===== config.mk =====
export PLATFORM = sky130hd
export DESIGN_NAME = fridge_readout_flat
export DESIGN_NICKNAME = d
export VERILOG_FILES = /design/src/rtl/fridge_readout_pkg.sv /design/src/rtl/fridge_readout_if.sv /design/src/rtl/fridge_bit_timer.sv /design/src/rtl/fridge_readout.sv /design/src/flat_wrapper.sv
export SDC_FILE = /design/constraint.sdc
export NUM_CORES = 1
export LEC_CHECK = 0
export CAP_MARGIN = 10
export CELL_PAD_IN_SITES_DETAIL_PLACEMENT = 1
export CELL_PAD_IN_SITES_GLOBAL_PLACEMENT = 1
export CORE_MARGIN = 2
export CORE_UTILIZATION = 30
export DETAILED_ROUTE_END_ITERATION = 7
export DONT_BUFFER_PORTS = 1
export PLACE_DENSITY_LB_ADDON = 0.25
export SLEW_MARGIN = 20
export SYNTH_ARGS = -nofsm -noshare
export SYNTH_HDL_FRONTEND = slang
export SYNTH_SLANG_ARGS = --single-unit
export TNS_END_PERCENT = 20

===== constraint.sdc =====
create_clock -name clk -period 2.9 [get_ports clk]
set_input_delay 0.435 -clock clk [delete_from_list [all_inputs] [get_ports clk]]
set_output_delay 0.435 -clock clk [all_outputs]
set_load 0.03 [all_outputs]

===== src/rtl/fridge_readout_pkg.sv =====
// fridge_pkg: shared word geometry, tag constants and readout state enum (FRIDGE_READOUT_PARITY_EN adds PAR)
package fridge_pkg;
  localparam int WORD_W = 5;
  localparam int TAG_W = 3;
  localparam int NUM_WORDS = 5;
  localparam logic [TAG_W-1:0] TAG_FGT = 3'd0;
  localparam logic [TAG_W-1:0] TAG_FRT = 3'd1;
  localparam logic [TAG_W-1:0] TAG_FGC = 3'd2;
  localparam logic [TAG_W-1:0] TAG_FRC = 3'd3;
  localparam logic [TAG_W-1:0] TAG_PWR = 3'd4;
  typedef enum logic [2:0] {
    IDLE,
    START,
    TAG,
    DATA,
`ifdef FRIDGE_READOUT_PARITY_EN
    PAR,
`endif
    STOP
  } state_e;
  function automatic logic [TAG_W-1:0] tag_of(input logic [2:0] w);
    return w == 3'd0 ? TAG_FGT : w == 3'd1 ? TAG_FRT : w == 3'd2 ? TAG_FGC : w == 3'd3 ? TAG_FRC : TAG_PWR;
  endfunction
endpackage


===== src/rtl/fridge_readout_if.sv =====
// fridge_readout_if: request, settings and serial status signals of the readout port
interface fridge_readout_if;
  import fridge_pkg::*;
  logic req;
  logic [WORD_W-1:0] fgt, frt, fgc, frc;
  logic fgp, frp;
  logic tx, busy, done;
  modport master(output req, fgt, frt, fgc, frc, fgp, frp, input tx, busy, done);
  modport slave(input req, fgt, frt, fgc, frc, fgp, frp, output tx, busy, done);
endinterface


===== src/rtl/fridge_bit_timer.sv =====
// fridge_bit_timer: bit_tick on the last cycle of each CLKS_PER_BIT bit period, held clear while disabled
module fridge_bit_timer #(
  parameter int CLKS_PER_BIT = 4
) (
  input  logic clk,
  input  logic rst,
  input  logic en,
  output logic bit_tick
);
  localparam int W = $clog2(CLKS_PER_BIT + 1);
  logic [W-1:0] cnt;
  assign bit_tick = en && cnt == W'(CLKS_PER_BIT - 1);
  // count cycles within the current bit, wrapping on each tick
  always_ff @(posedge clk or posedge rst)
    if (rst) cnt <= '0;
    else cnt <= (!en || bit_tick) ? '0 : cnt + 1'b1;
endmodule


===== src/rtl/fridge_readout.sv =====
// fridge_readout: snapshots fridge settings on req and serialises them as five tagged words (FRIDGE_READOUT_PARITY_EN adds even parity)
module fridge_readout
  import fridge_pkg::*;
#(
  parameter int CLKS_PER_BIT = 4
) (
  input logic clk,
  input logic rst,
  fridge_readout_if.slave bus
);
  state_e state, nxt_state;
  logic [2:0] word, nxt_word, bitn, nxt_bit;
  logic [WORD_W-1:0] s_fgt, s_frt, s_fgc, s_frc, nd;
  logic [TAG_W-1:0] nt;
  logic s_fgp, s_frp, tick, tx_nxt;
  fridge_bit_timer #(.CLKS_PER_BIT(CLKS_PER_BIT)) u_timer (
    .clk(clk), .rst(rst), .en(state != IDLE), .bit_tick(tick)
  );
  // position of the bit that follows the current one, and the tx level it carries
  always_comb begin
    nxt_state = state;
    nxt_word = word;
    nxt_bit = bitn;
    case (state)
      START: begin
        nxt_state = TAG;
        nxt_bit = '0;
      end
      TAG: begin
        nxt_state = bitn == 3'(TAG_W - 1) ? DATA : TAG;
        nxt_bit = bitn == 3'(TAG_W - 1) ? 3'd0 : bitn + 3'd1;
      end
      DATA: begin
`ifdef FRIDGE_READOUT_PARITY_EN
        nxt_state = bitn == 3'(WORD_W - 1) ? PAR : DATA;
`else
        nxt_state = bitn == 3'(WORD_W - 1) ? STOP : DATA;
`endif
        nxt_bit = bitn == 3'(WORD_W - 1) ? 3'd0 : bitn + 3'd1;
      end
`ifdef FRIDGE_READOUT_PARITY_EN
      PAR: nxt_state = STOP;
`endif
      STOP: begin
        nxt_state = word == 3'(NUM_WORDS - 1) ? IDLE : START;
        nxt_word = word == 3'(NUM_WORDS - 1) ? word : word + 3'd1;
      end
      default: ;
    endcase
    nt = tag_of(nxt_word);
    nd = nxt_word == 3'd0 ? s_fgt : nxt_word == 3'd1 ? s_frt : nxt_word == 3'd2 ? s_fgc :
         nxt_word == 3'd3 ? s_frc : {3'b000, s_frp, s_fgp};
    tx_nxt = nxt_state == START ? 1'b0 :
             nxt_state == TAG ? nt[nxt_bit[1:0]] :
             nxt_state == DATA ? nd[nxt_bit] :
`ifdef FRIDGE_READOUT_PARITY_EN
             nxt_state == PAR ? ^{nt, nd} :
`endif
             1'b1;
  end
  // frame sequencer: accept and snapshot in IDLE, step one bit per tick, registered outputs
  always_ff @(posedge clk or posedge rst)
    if (rst) begin
      state <= IDLE;
      word <= '0;
      bitn <= '0;
      {s_fgt, s_frt, s_fgc, s_frc, s_fgp, s_frp} <= '0;
      bus.tx <= 1'b1;
      bus.busy <= 1'b0;
      bus.done <= 1'b0;
    end else begin
      bus.done <= 1'b0;
      if (state == IDLE) begin
        if (bus.req) begin
          {s_fgt, s_frt, s_fgc, s_frc, s_fgp, s_frp} <= {bus.fgt, bus.frt, bus.fgc, bus.frc, bus.fgp, bus.frp};
          word <= '0;
          bitn <= '0;
          state <= START;
          bus.tx <= 1'b0;
          bus.busy <= 1'b1;
        end
      end else if (tick) begin
        state <= nxt_state;
        word <= nxt_word;
        bitn <= nxt_bit;
        bus.tx <= tx_nxt;
        bus.busy <= nxt_state != IDLE;
        bus.done <= nxt_state == IDLE;
      end
    end
endmodule


===== src/flat_wrapper.sv =====
// flat-port wrapper written by rule: the top's interface ports become plain ports
module fridge_readout_flat import fridge_pkg::*;
#(
  parameter int CLKS_PER_BIT = 4
)
  (clk, rst, bus_req, bus_fgt, bus_frt, bus_fgc, bus_frc, bus_fgp, bus_frp, bus_tx, bus_busy, bus_done);
  fridge_readout_if bus_i ();
  input logic clk;
  input logic rst;
  input wire logic [$bits(bus_i.req)-1:0] bus_req;
  input wire logic [$bits(bus_i.fgt)-1:0] bus_fgt;
  input wire logic [$bits(bus_i.frt)-1:0] bus_frt;
  input wire logic [$bits(bus_i.fgc)-1:0] bus_fgc;
  input wire logic [$bits(bus_i.frc)-1:0] bus_frc;
  input wire logic [$bits(bus_i.fgp)-1:0] bus_fgp;
  input wire logic [$bits(bus_i.frp)-1:0] bus_frp;
  output wire logic [$bits(bus_i.tx)-1:0] bus_tx;
  output wire logic [$bits(bus_i.busy)-1:0] bus_busy;
  output wire logic [$bits(bus_i.done)-1:0] bus_done;
  assign bus_i.req = bus_req;
  assign bus_i.fgt = bus_fgt;
  assign bus_i.frt = bus_frt;
  assign bus_i.fgc = bus_fgc;
  assign bus_i.frc = bus_frc;
  assign bus_i.fgp = bus_fgp;
  assign bus_i.frp = bus_frp;
  assign bus_tx = bus_i.tx;
  assign bus_busy = bus_i.busy;
  assign bus_done = bus_i.done;
  fridge_readout #(.CLKS_PER_BIT(CLKS_PER_BIT)) u_core (.clk(clk), .rst(rst), .bus(bus_i));
endmodule

Word-level counts from Yosys, hierarchy flattened

Cells that the tools add are included.

Bits in registers: 37
Latch bits: 0
Memory bits (writable): 0
ROM bits: 0
Input port bits: 25
Output and inout port bits: 3
Word-level logic and storage cells: 85
Memories kept: 0

Add/sub/neg operators: 3
Multiply operators: 0
Divide/modulo/power cells: 0
Order comparisons: 2
Eq/ne operators: 15
Shift-type cells: 0
Mux-type cells: 41
Bitwise operators: 0
Reduce and logical (&&, ||, !) cells: 11

Operators with widths:

| kind                | number |
|---|---|
| $mux 3              | 18 |
| $eq 3x2->1 const B  | 8 |
| $mux 5              | 4 |
| $mux 1              | 15 |
| $pmux 3 s4          | 1 |
| $add 3x1->3 const B | 3 |
| $eq 3x1->1 const B  | 3 |
| $eq 3x3->1 const B  | 3 |
| $logic_not 3->1     | 3 |
| $pmux 3 s3          | 1 |
| $reduce_bool 3->1   | 2 |
| $lt 3x4->1 const B  | 1 |
| $reduce_and 2->1    | 2 |
| $bmux 1 s3          | 1 |
| $lt 2x3->1 const B  | 1 |
| $bmux 1 s2          | 1 |
| $ne 2x2->1 const B  | 1 |
| $reduce_bool 2->1   | 1 |
| $logic_and 1x1->1   | 1 |
| $logic_not 1->1     | 1 |
| $logic_or 1x1->1    | 1 |

Logic depth before layout (Yosys ltp)

Gate-level depths: netlist of run 1.

Word-level depth: 15
Gate-level depth with buffers: 11

Hierarchy

A second synthesis of run 1 with hierarchy kept.

Cell total of the unflattened synthesis: 259
Area, all modules: 2169.6 um^2

Modules (own cells, without submodules):

| module           | instances | cells an instance | area an instance (um^2) | sequential area each (um^2) |
|---|---|---|---|---|
| fridge_readout   | 1         | 248               | 2030.7                  | 852.1 |
| fridge_bit_timer | 1         | 11                | 138.9                   | 75.1 |

Worst setup path after synthesis of run 1

Ideal clock, no wire load.

Kind: flip-flop to flip-flop
Start: register u_core.word[1]
End: register u_core.bus.tx
Library setup time: 77 ps
Data arrival time: 2335 ps
Path slack: 487 ps
Stages on the path, launching flop included: 11
Buffers on the path: 2
Cells stage by stage: dfrtp_1 > clkbuf_1 > inv_1 > ha_1 > clkbuf_1 > or4_1 > a21oi_2 > o22ai_1 > a221oi_2 > a2111oi_1 > o21a_1

Cells in the longest elaborated chain, start to end: 15
Elaborated cells on any way between the ends: 30
Classes of those cells: add/sub (1); eq/ne (7); mux (21); reduce/logical (1)

Ends and longest elaborated chain:

| item                                      | line                                           | source |
|---|---|---|
| from (decl)                               | fridge_readout.sv:12                           | `logic [2:0] word, nxt_word, bitn, nxt_bit;` |
| from (signal assigned)                    | fridge_readout.sv:84                           | `word <= nxt_word;` |
| $add 3x1->3 or $eq 3x3->1 (tied branches) | fridge_readout.sv:46, fridge_readout.sv:45     |  |
| $mux 3                                    | fridge_readout.sv:46                           | `nxt_word = word == 3'(NUM_WORDS - 1) ? word : word + 3'd1;` |
| $mux 3                                    | fridge_readout.sv:24                           | `case (state)` |
| $eq 3x2->1                                | fridge_readout_pkg.sv:22, fridge_readout.sv:52 |  |
| $mux 5                                    | fridge_readout.sv:52                           | `nxt_word == 3'd3 ? s_frc : {3'b000, s_frp, s_fgp};` |
| $mux 5 (3 in series)                      | fridge_readout.sv:51                           | `nd = nxt_word == 3'd0 ? s_fgt : nxt_word == 3'd1 ? s_frt : nxt_word == 3'd2 ? s_fgc :` |
| $bmux 1 s3                                | fridge_readout.sv:55                           | `nxt_state == DATA ? nd[nxt_bit] :` |
| $mux 1 (implied by the code)              | fridge_readout.sv:55                           |  |
| $mux 1                                    | fridge_readout.sv:55                           |  |
| $mux 1                                    | fridge_readout.sv:54                           | `nxt_state == TAG ? nt[nxt_bit[1:0]] :` |
| $mux 1 (*)                                | fridge_readout.sv:53                           | `tx_nxt = nxt_state == START ? 1'b0 :` |
| $mux 1 (*)                                | fridge_readout.sv:82                           | `end else if (tick) begin` |
| $mux 1 (*)                                | fridge_readout.sv:73                           | `if (state == IDLE) begin` |
| to (signal assigned)                      | fridge_readout.sv:86                           | `bus.tx <= tx_nxt;` |
| to (decl)                                 | fridge_readout_if.sv:9                         | `modport slave(input req, fgt, frt, fgc, frc, fgp, frp, output tx, busy, done);` |

Every way passes the cells marked *; elsewhere a longest branch is shown, timed or not. The select of a mux whose other input is x is not followed.
A chain may end at the register's enable or synchronous reset.

Final worst setup path of run 1

Start: register u_core.state[1]
End: register u_core.bus.tx

Cells in the longest elaborated chain, start to end: 14
Elaborated cells on any way between the ends: 37
Classes of those cells: eq/ne (11); mux (20); reduce/logical (6)

Ends and longest elaborated chain:

| item                         | line                                           | source |
|---|---|---|
| from (decl)                  | fridge_readout.sv:11                           | `state_e state, nxt_state;` |
| from (signal assigned)       | fridge_readout.sv:83                           | `state <= nxt_state;` |
| $eq 3x3->1                   | fridge_readout.sv:24                           |  |
| $mux 3                       | fridge_readout.sv:24                           |  |
| $eq 3x2->1                   | fridge_readout_pkg.sv:22, fridge_readout.sv:52 |  |
| $mux 5                       | fridge_readout.sv:52                           |  |
| $mux 5 (3 in series)         | fridge_readout.sv:51                           |  |
| $bmux 1 s3                   | fridge_readout.sv:55                           |  |
| $mux 1 (implied by the code) | fridge_readout.sv:55                           |  |
| $mux 1                       | fridge_readout.sv:55                           |  |
| $mux 1                       | fridge_readout.sv:54                           |  |
| $mux 1                       | fridge_readout.sv:53                           |  |
| $mux 1                       | fridge_readout.sv:82                           |  |
| $mux 1                       | fridge_readout.sv:73                           |  |

Several ways; a longest one is shown, not always the timed one. The select of a mux whose other input is x is not followed.

==> results of run 1 <==
[layer usage]
metal | up-vias | global-route usage [%] | part of all wire (%)
met3 | 4 | 2.68 | 2.4
met1 | 927 | 20.8 | 48
met5 | - | 0 | 0
met2 | 24 | 26.9 | 48
met4 | 0 | 3.72 | 0.79
li1 | 942 | - | -
[metrics by stage]
stage	hold WS, ns	instances	setup WS [ns]	util [%]	cell area (sq um)
after floorplan	0.415	271	0.487	-	2220
after global placement	0.425	368	0.314	33.0	2380
after detailed placement	0.439	368	0.312	33.0	2380
after CTS	0.194	376	0.271	34.2	2470
after global routing	0.223	376	0.0914	34.2	2470
final	0.166	376	0.277	34.2	2470
[Yosys cell counts, types with 3 or more instances]
master / count
dfrtp_1: 36
a22oi_1: 3
nand3b_1: 4
ha_1: 7
inv_1: 14
a311oi_1: 3
nand2_1: 76
o21ai_0: 15
nor2_1: 15
nand2b_1: 4
nor3_1: 10
nand3_1: 7
a21oi_1: 9
mux2i_1: 6
clkbuf_1: 12
a22o_1: 3
and3_1: 3
and2_1: 4
[sequential cells by signal (all words and copies together) (netlist names)]
register	cells
u_core.bitn	3
u_core.bus.busy	1
u_core.bus.done	1
u_core.bus.tx	1
u_core.s_fgc	5
u_core.s_fgp	1
u_core.s_fgt	5
u_core.s_frc	5
u_core.s_frp	1
u_core.s_frt	5
u_core.state	3
u_core.u_timer.cnt	3
u_core.word	3
[area by class of cell]
class / instances / area (sq um)
Clock inverter: 2 / 10.0
Sequential cell: 37 / 927
Inverter: 14 / 52.6
Multi-Input combinational cell: 206 / 1190
Tap cell: 99 / 124
Timing Repair Buffer: 12 / 90.1
Clock buffer: 6 / 72.6
Fill cell: 893 / 4750
[worst max-delay path, stage by stage (launching register included)]
cell	delay, ns
dfrtp_1	0.54
or3b_1	0.58
o21ai_1	0.39
a21oi_1	0.15
a221o_1	0.34
a2111oi_1	0.38
o21a_1	0.17
[worst paths after layout]
kind | from | end | slack, ns
max | u_core.state[1] | u_core.bus.tx | 0.28
min | rst | u_core.s_frt[0] | 0.17
max reg2reg | u_core.state[1] | u_core.bus.tx | 0.28
min reg2reg | u_core.u_timer.cnt[0] | u_core.u_timer.cnt[0] | 0.44
max in group asynchronous | rst | u_core.s_frc[3] | 1.99
min in group clk | bus_fgc[1] | u_core.s_fgc[1] | 0.24
[cell families after synthesis]
family,after synthesis
AND/OR/NAND/NOR,132
multiplexers,8
adder cells (fa/ha/maj),7
AO/OA/AOI/OAI,58
buffers and inverters,28
XOR/XNOR,1
flip-flops,37
[power by group]
group / internal, mW / switching, mW / total, mW / leakage [nW]
Sequential: 0.515 / 0 / 0.515 / 0.478
Clock: 0.167 / 0.195 / 0.362 / 0.0450
Combinational: 0.00147 / 0.0105 / 0.0119 / 0.663
Total: 0.684 / 0.205 / 0.889 / 1.19
[repair_timing]
item,CTS,global route
hold buffers,0,0
buffers inserted,0,0
endpoints found under the setup margin,0,1
gates resized for setup,0,1
==> results.cfg, run 1 <==
[run_status]
status = finished, final reports clean

[synthesis]
synth_edf_count = 0
synthXorXnorAreaFrac_pct = 0.394
synth_top_family_by_area = simple AND/OR/NAND/NOR gates
synth_compound_area_share_pct = 18.4
ys_seq_elements = 37
syn_inst = 271
async_flop_share_pct = 100
synth_flop_cell = dfrtp_1
synth_top_area_cell = dfrtp_1
syn_area_sq_um = 2220
synth_simple_gate_area_share_pct = 27.1
synth_top_cell_area_share_pct = 40.5
yosys_warnings = 0
synthAdderAreaFrac_pct = 3.94
synthMuxAreaShare_pct = 3.71
synth_area_per_cell_sq_um = 8.21
synth_cell_types = 50
syn-num-nets = 303
synthTopCellsByArea = dfrtp_1, nand2_1, ha_1, o21ai_0, mux2i_1
yosysSeqAreaShare_pct = 41.7

[clocking]
path_clk_slew_ns = 0.08
clock-sinks = 37
clkLatencyLatePin_ns = 0.29
clock_path_buffers = 2
cts_tree = yes
cts_buffers = 5
htreeDepth = 2
cts.root.buffer_cell = clkbuf_8

[drt]
drt_pre_antenna_iters = 4
vias = 1897
avgRoutedWirePerCell_um = 16.2
routed_wl_um = 6080
drc_errors = 0
drtIter0Drc = 34
antenna_left = 0
viasPerCell = 5.05

[finish]
nNetsFinal = 308
n_antenna_cell = 0
drive_gt1_share_pct = 10.5
final_cell_mix = nand2_1, dfrtp_1, o21ai_0, inv_1, nor2_1
final_common_cell = nand2_1
area_growth_pct = 11.0

[floorplan]
num_rows = 31
io_pins = 28
core_area_sq_um = 7210
die_w_um = 90.1
die_h_um = 90.1
die_area_sq_um = 8120
initial_core_util_pct = 30.8

[worst_setup_path]
end_kind = flip-flop
arrival_ns = 2.86
cp_max_fo = 16
critical_path_required_ns = 3.14
reg2reg_depth = 6
crit_type = flip-flop to flip-flop
startpoint_type = flip-flop

[timing]
post-route-min-period_ns = 2.62
max_freq_mhz = 381
skew_ns = 0.00353
drv_slew = 0
slew_headroom_pct = 48.2
finalHoldViolCount = 0
worst_pin_slew_ns = 0.776
finalSetupTns_ns = 0
post-route-period-util_pct = 90.5
grt_setup_unrepaired = false
setup_violations = 0

[grt]
grt_antenna_before_repair = 0
grt_max_degree = 27
grt_pass1_wl_um = 10500
grt-ovfl-total = 0
grt_usage_pct = 15.8
grt_pass1_vias = 2066

[power]
finalPower_mw = 0.889
power_density_nw_per_um2 = 360
leakagePower_nw = 1.19
vdd_drop_max_v = 0.000155

[placement]
port_buffers = 0
dp_hpwl_um = 4610
place_congestion = 0.821

[job]
drv_cap = 0

[min_path]
hold_path_class = input port to asynchronous set/reset pin
Power figures use the tool's default switching activity.
==> run 2, diff against run 1 <==
--- a/config.mk
+++ b/config.mk
@@ -10,11 +10,14 @@
 export CELL_PAD_IN_SITES_GLOBAL_PLACEMENT = 1
 export CORE_MARGIN = 2
 export CORE_UTILIZATION = 30
+export CTS_BUF_LIST = sky130_fd_sc_hd__clkbuf_8
+export CTS_CLUSTER_SIZE = 30
 export DETAILED_ROUTE_END_ITERATION = 7
 export DONT_BUFFER_PORTS = 1
 export PLACE_DENSITY_LB_ADDON = 0.25
 export SLEW_MARGIN = 20
 export SYNTH_ARGS = -nofsm -noshare
 export SYNTH_HDL_FRONTEND = slang
+export SYNTH_HIERARCHICAL = 1
 export SYNTH_SLANG_ARGS = --single-unit
 export TNS_END_PERCENT = 20
==> results.cfg, run 2 <==
[power]
leakagePower_nw = 1.10
vdd_drop_max_v = 0.000207
switching_power_mw = 0.188
internal_power_mw = 0.703
finalPower_mw = 0.892
p_seq_share_pct = 57.8
power_frac_comb_pct = 1.4
p_sw_share_pct = 21.1
power_density_nw_per_um2 = 374
clkPwrFrac_pct = 40.7

[worst_setup_path]
critPathSlowestCell = dfrtp_1
critical-path-max-stage-delay_ns = 0.55
crit_type = flip-flop to flip-flop
end_kind = flip-flop
path_cells = inv_1, ha_1, and4bb_2, a21oi_4, mux2i_1, o211ai_1, o21ai_1, a311oi_1, o31a_1
cp_max_fo = 12
crit_buf_inv = 1
critical-path-top-delay-family = compound AO/OA/AOI/OAI gates
arrival_ns = 2.74
startpoint_type = flip-flop
critical_path_required_ns = 3.12

[drt]
vias = 1818
drc_errors = 0
drtIter0Drc = 117
drt_pre_antenna_iters = 4
antenna_left = 0
avgRoutedWirePerCell_um = 15.9
routed_wl_um = 5730
viasPerCell = 5.04

[grt]
grt-ovfl-total = 0
grt_usage_pct = 15.4
grt_antenna_before_repair = 0
grt_max_degree = 30
grt_pass1_wl_um = 9230
grt_pass1_vias = 1795

[synthesis]
async_flop_share_pct = 100
synth_top_family_by_area = simple AND/OR/NAND/NOR gates
yosys_warnings = 6
synth_cell_types = 50
synth_edf_count = 0
syn_inst = 259
synth_flop_cell = dfrtp_1
synth_compound_area_share_pct = 16.4
synth_simple_gate_area_share_pct = 27.4
synth_top_cell_area_share_pct = 41.5
synth.most_common_cell = nand2_1
ys_seq_elements = 37
synth_commonest_cells = nand2_1, dfrtp_1, o21ai_0
synth_area_per_cell_sq_um = 8.38
yosysSeqAreaShare_pct = 42.7
syn-num-nets = 291
synthTopCellsByArea = dfrtp_1, nand2_1, ha_1, o21ai_0, inv_1
syn_area_sq_um = 2170
synthMuxAreaShare_pct = 3.86
synthAdderAreaFrac_pct = 4.04
synthXorXnorAreaFrac_pct = 0
synth_top_area_cell = dfrtp_1

[clocking]
cts_resized = 0
htreeDepth = 2
clock-sinks = 37
cts_tree = yes
clock_path_buffers = 2
path_clk_slew_ns = 0.08
cts.root.buffer_cell = clkbuf_8
cts_buffers = 5
clkLatencyLatePin_ns = 0.28
postCtsSetupBuffers = 0

[timing]
post-route-period-util_pct = 87.1
slew_headroom_pct = 50.8
skew_ns = 0.0106
setup_violations = 0
post-route-min-period_ns = 2.53
finalSetupTns_ns = 0
max_freq_mhz = 396
worst_pin_slew_ns = 0.736
finalHoldViolCount = 0
grt_setup_unrepaired = false
drv_slew = 0

[floorplan]
die_area_sq_um = 7930
num_rows = 31
die_h_um = 89.0
die_w_um = 89.0
core_area_sq_um = 7140
initial_core_util_pct = 30.4
io_pins = 28

[finish]
drive_gt1_share_pct = 9.16
final_cell_mix = nand2_1, dfrtp_1, inv_1, o21ai_0, nand3_1
area_growth_pct = 9.92
nNetsFinal = 294
fillCellCount = 867
final_common_cell = nand2_1
n_antenna_cell = 0

[placement]
port_buffers = 0
dp_hpwl_um = 4310
place_congestion = 0.763

[job]
drv_cap = 0

[min_path]
hold_path_class = input port to flip-flop

[run_status]
status = finished, final reports clean
==> run 2: area by class of cell <==
class | count | area (sq um) | share of cell area [%]
multi-input combinational | 194 | 1120 | 47.0
clock inverter | 1 | 3.75 | 0.157
clock buffer | 6 | 82.6 | 3.46
timing repair buffer | 9 | 70.1 | 2.94
sequential | 37 | 927 | 38.9
inverter | 15 | 56.3 | 2.36
tap | 99 | 124 | 5.19
==> run 2: worst register-to-register path, stage by stage (launching register included) <==
cell and delay (ns):
dfrtp_1 0.55, inv_1 0.19, ha_1 0.33, and4bb_2 0.27
a21oi_4 0.26, mux2i_1 0.22, o211ai_1 0.10, o21ai_1 0.17
a311oi_1 0.10, o31a_1 0.26
==> run 2: power by group through the flow <==
stage	combinational (mW)	clock, mW	sequential, mW
2_1_floorplan	0.00807	0	0.526
3_3_place_gp	0.0124	0	0.526
3_5_place_dp	0.0131	0	0.526
4_1_cts	0.0143	0.381	0.515
5_1_grt	0.0154	0.397	0.515
6_report	0.0129	0.363	0.516
==> run 2: timing repair <==
action / 4_1_cts / 5_1_grt
setup endpoints to repair: 0 / 0
hold buffers: 1 / 0
endpoints found under the hold margin: 8 / 0
==> run 2: path summary, 6_finish.rpt <==
kind,startpoint,endpoint,slack [ns],depth (start not counted)
worst max-delay path,u_core/word[0],u_core/bus.tx,0.37,9
worst min-delay path,bus_frt[4],u_core/s_frt[4],0.26,2
worst max register to register,u_core/word[0],u_core/bus.tx,0.37,9
worst min register to register,u_core/u_timer/cnt[0],u_core/u_timer/cnt[0],0.43,1
max in group asynchronous,rst,u_core/bus.tx,1.69,3
min in group asynchronous,rst,u_core/u_timer/cnt[2],0.49,2
==> run 2: per-layer routing <==
layer	vias to the layer above	share of wire (%)	track usage (%)
met5	-	0	0
met2	24	48	24.8
met1	904	48	21.6
li1	888	-	-
met3	2	3.2	2.49
met4	0	0.72	4.34
==> run 2: stage by stage <==
step	area [sq um]	util [%]	setup WS (ns)	std cells	hold WS [ns]
final	2380	33.4	0.374	361	0.258
after global routing	2380	33.4	0.189	361	0.245
after CTS	2380	33.4	0.386	361	0.249
after detailed placement	2290	32.1	0.411	353	0.203
after global placement	2290	32.1	0.474	353	0.202
after floorplan	2170	-	0.764	259	0.189
==> run 2: logic make-up (layout without fill, tap and decap cells) <==
| group | count (synthesis) | in the layout |
|---|---|---|
| compound gates | 53 | 53 |
| buf+inv | 28 | 31 |
| mux | 8 | 8 |
| fa+ha+maj | 7 | 7 |
| simple gates | 126 | 126 |
| flops | 37 | 37 |
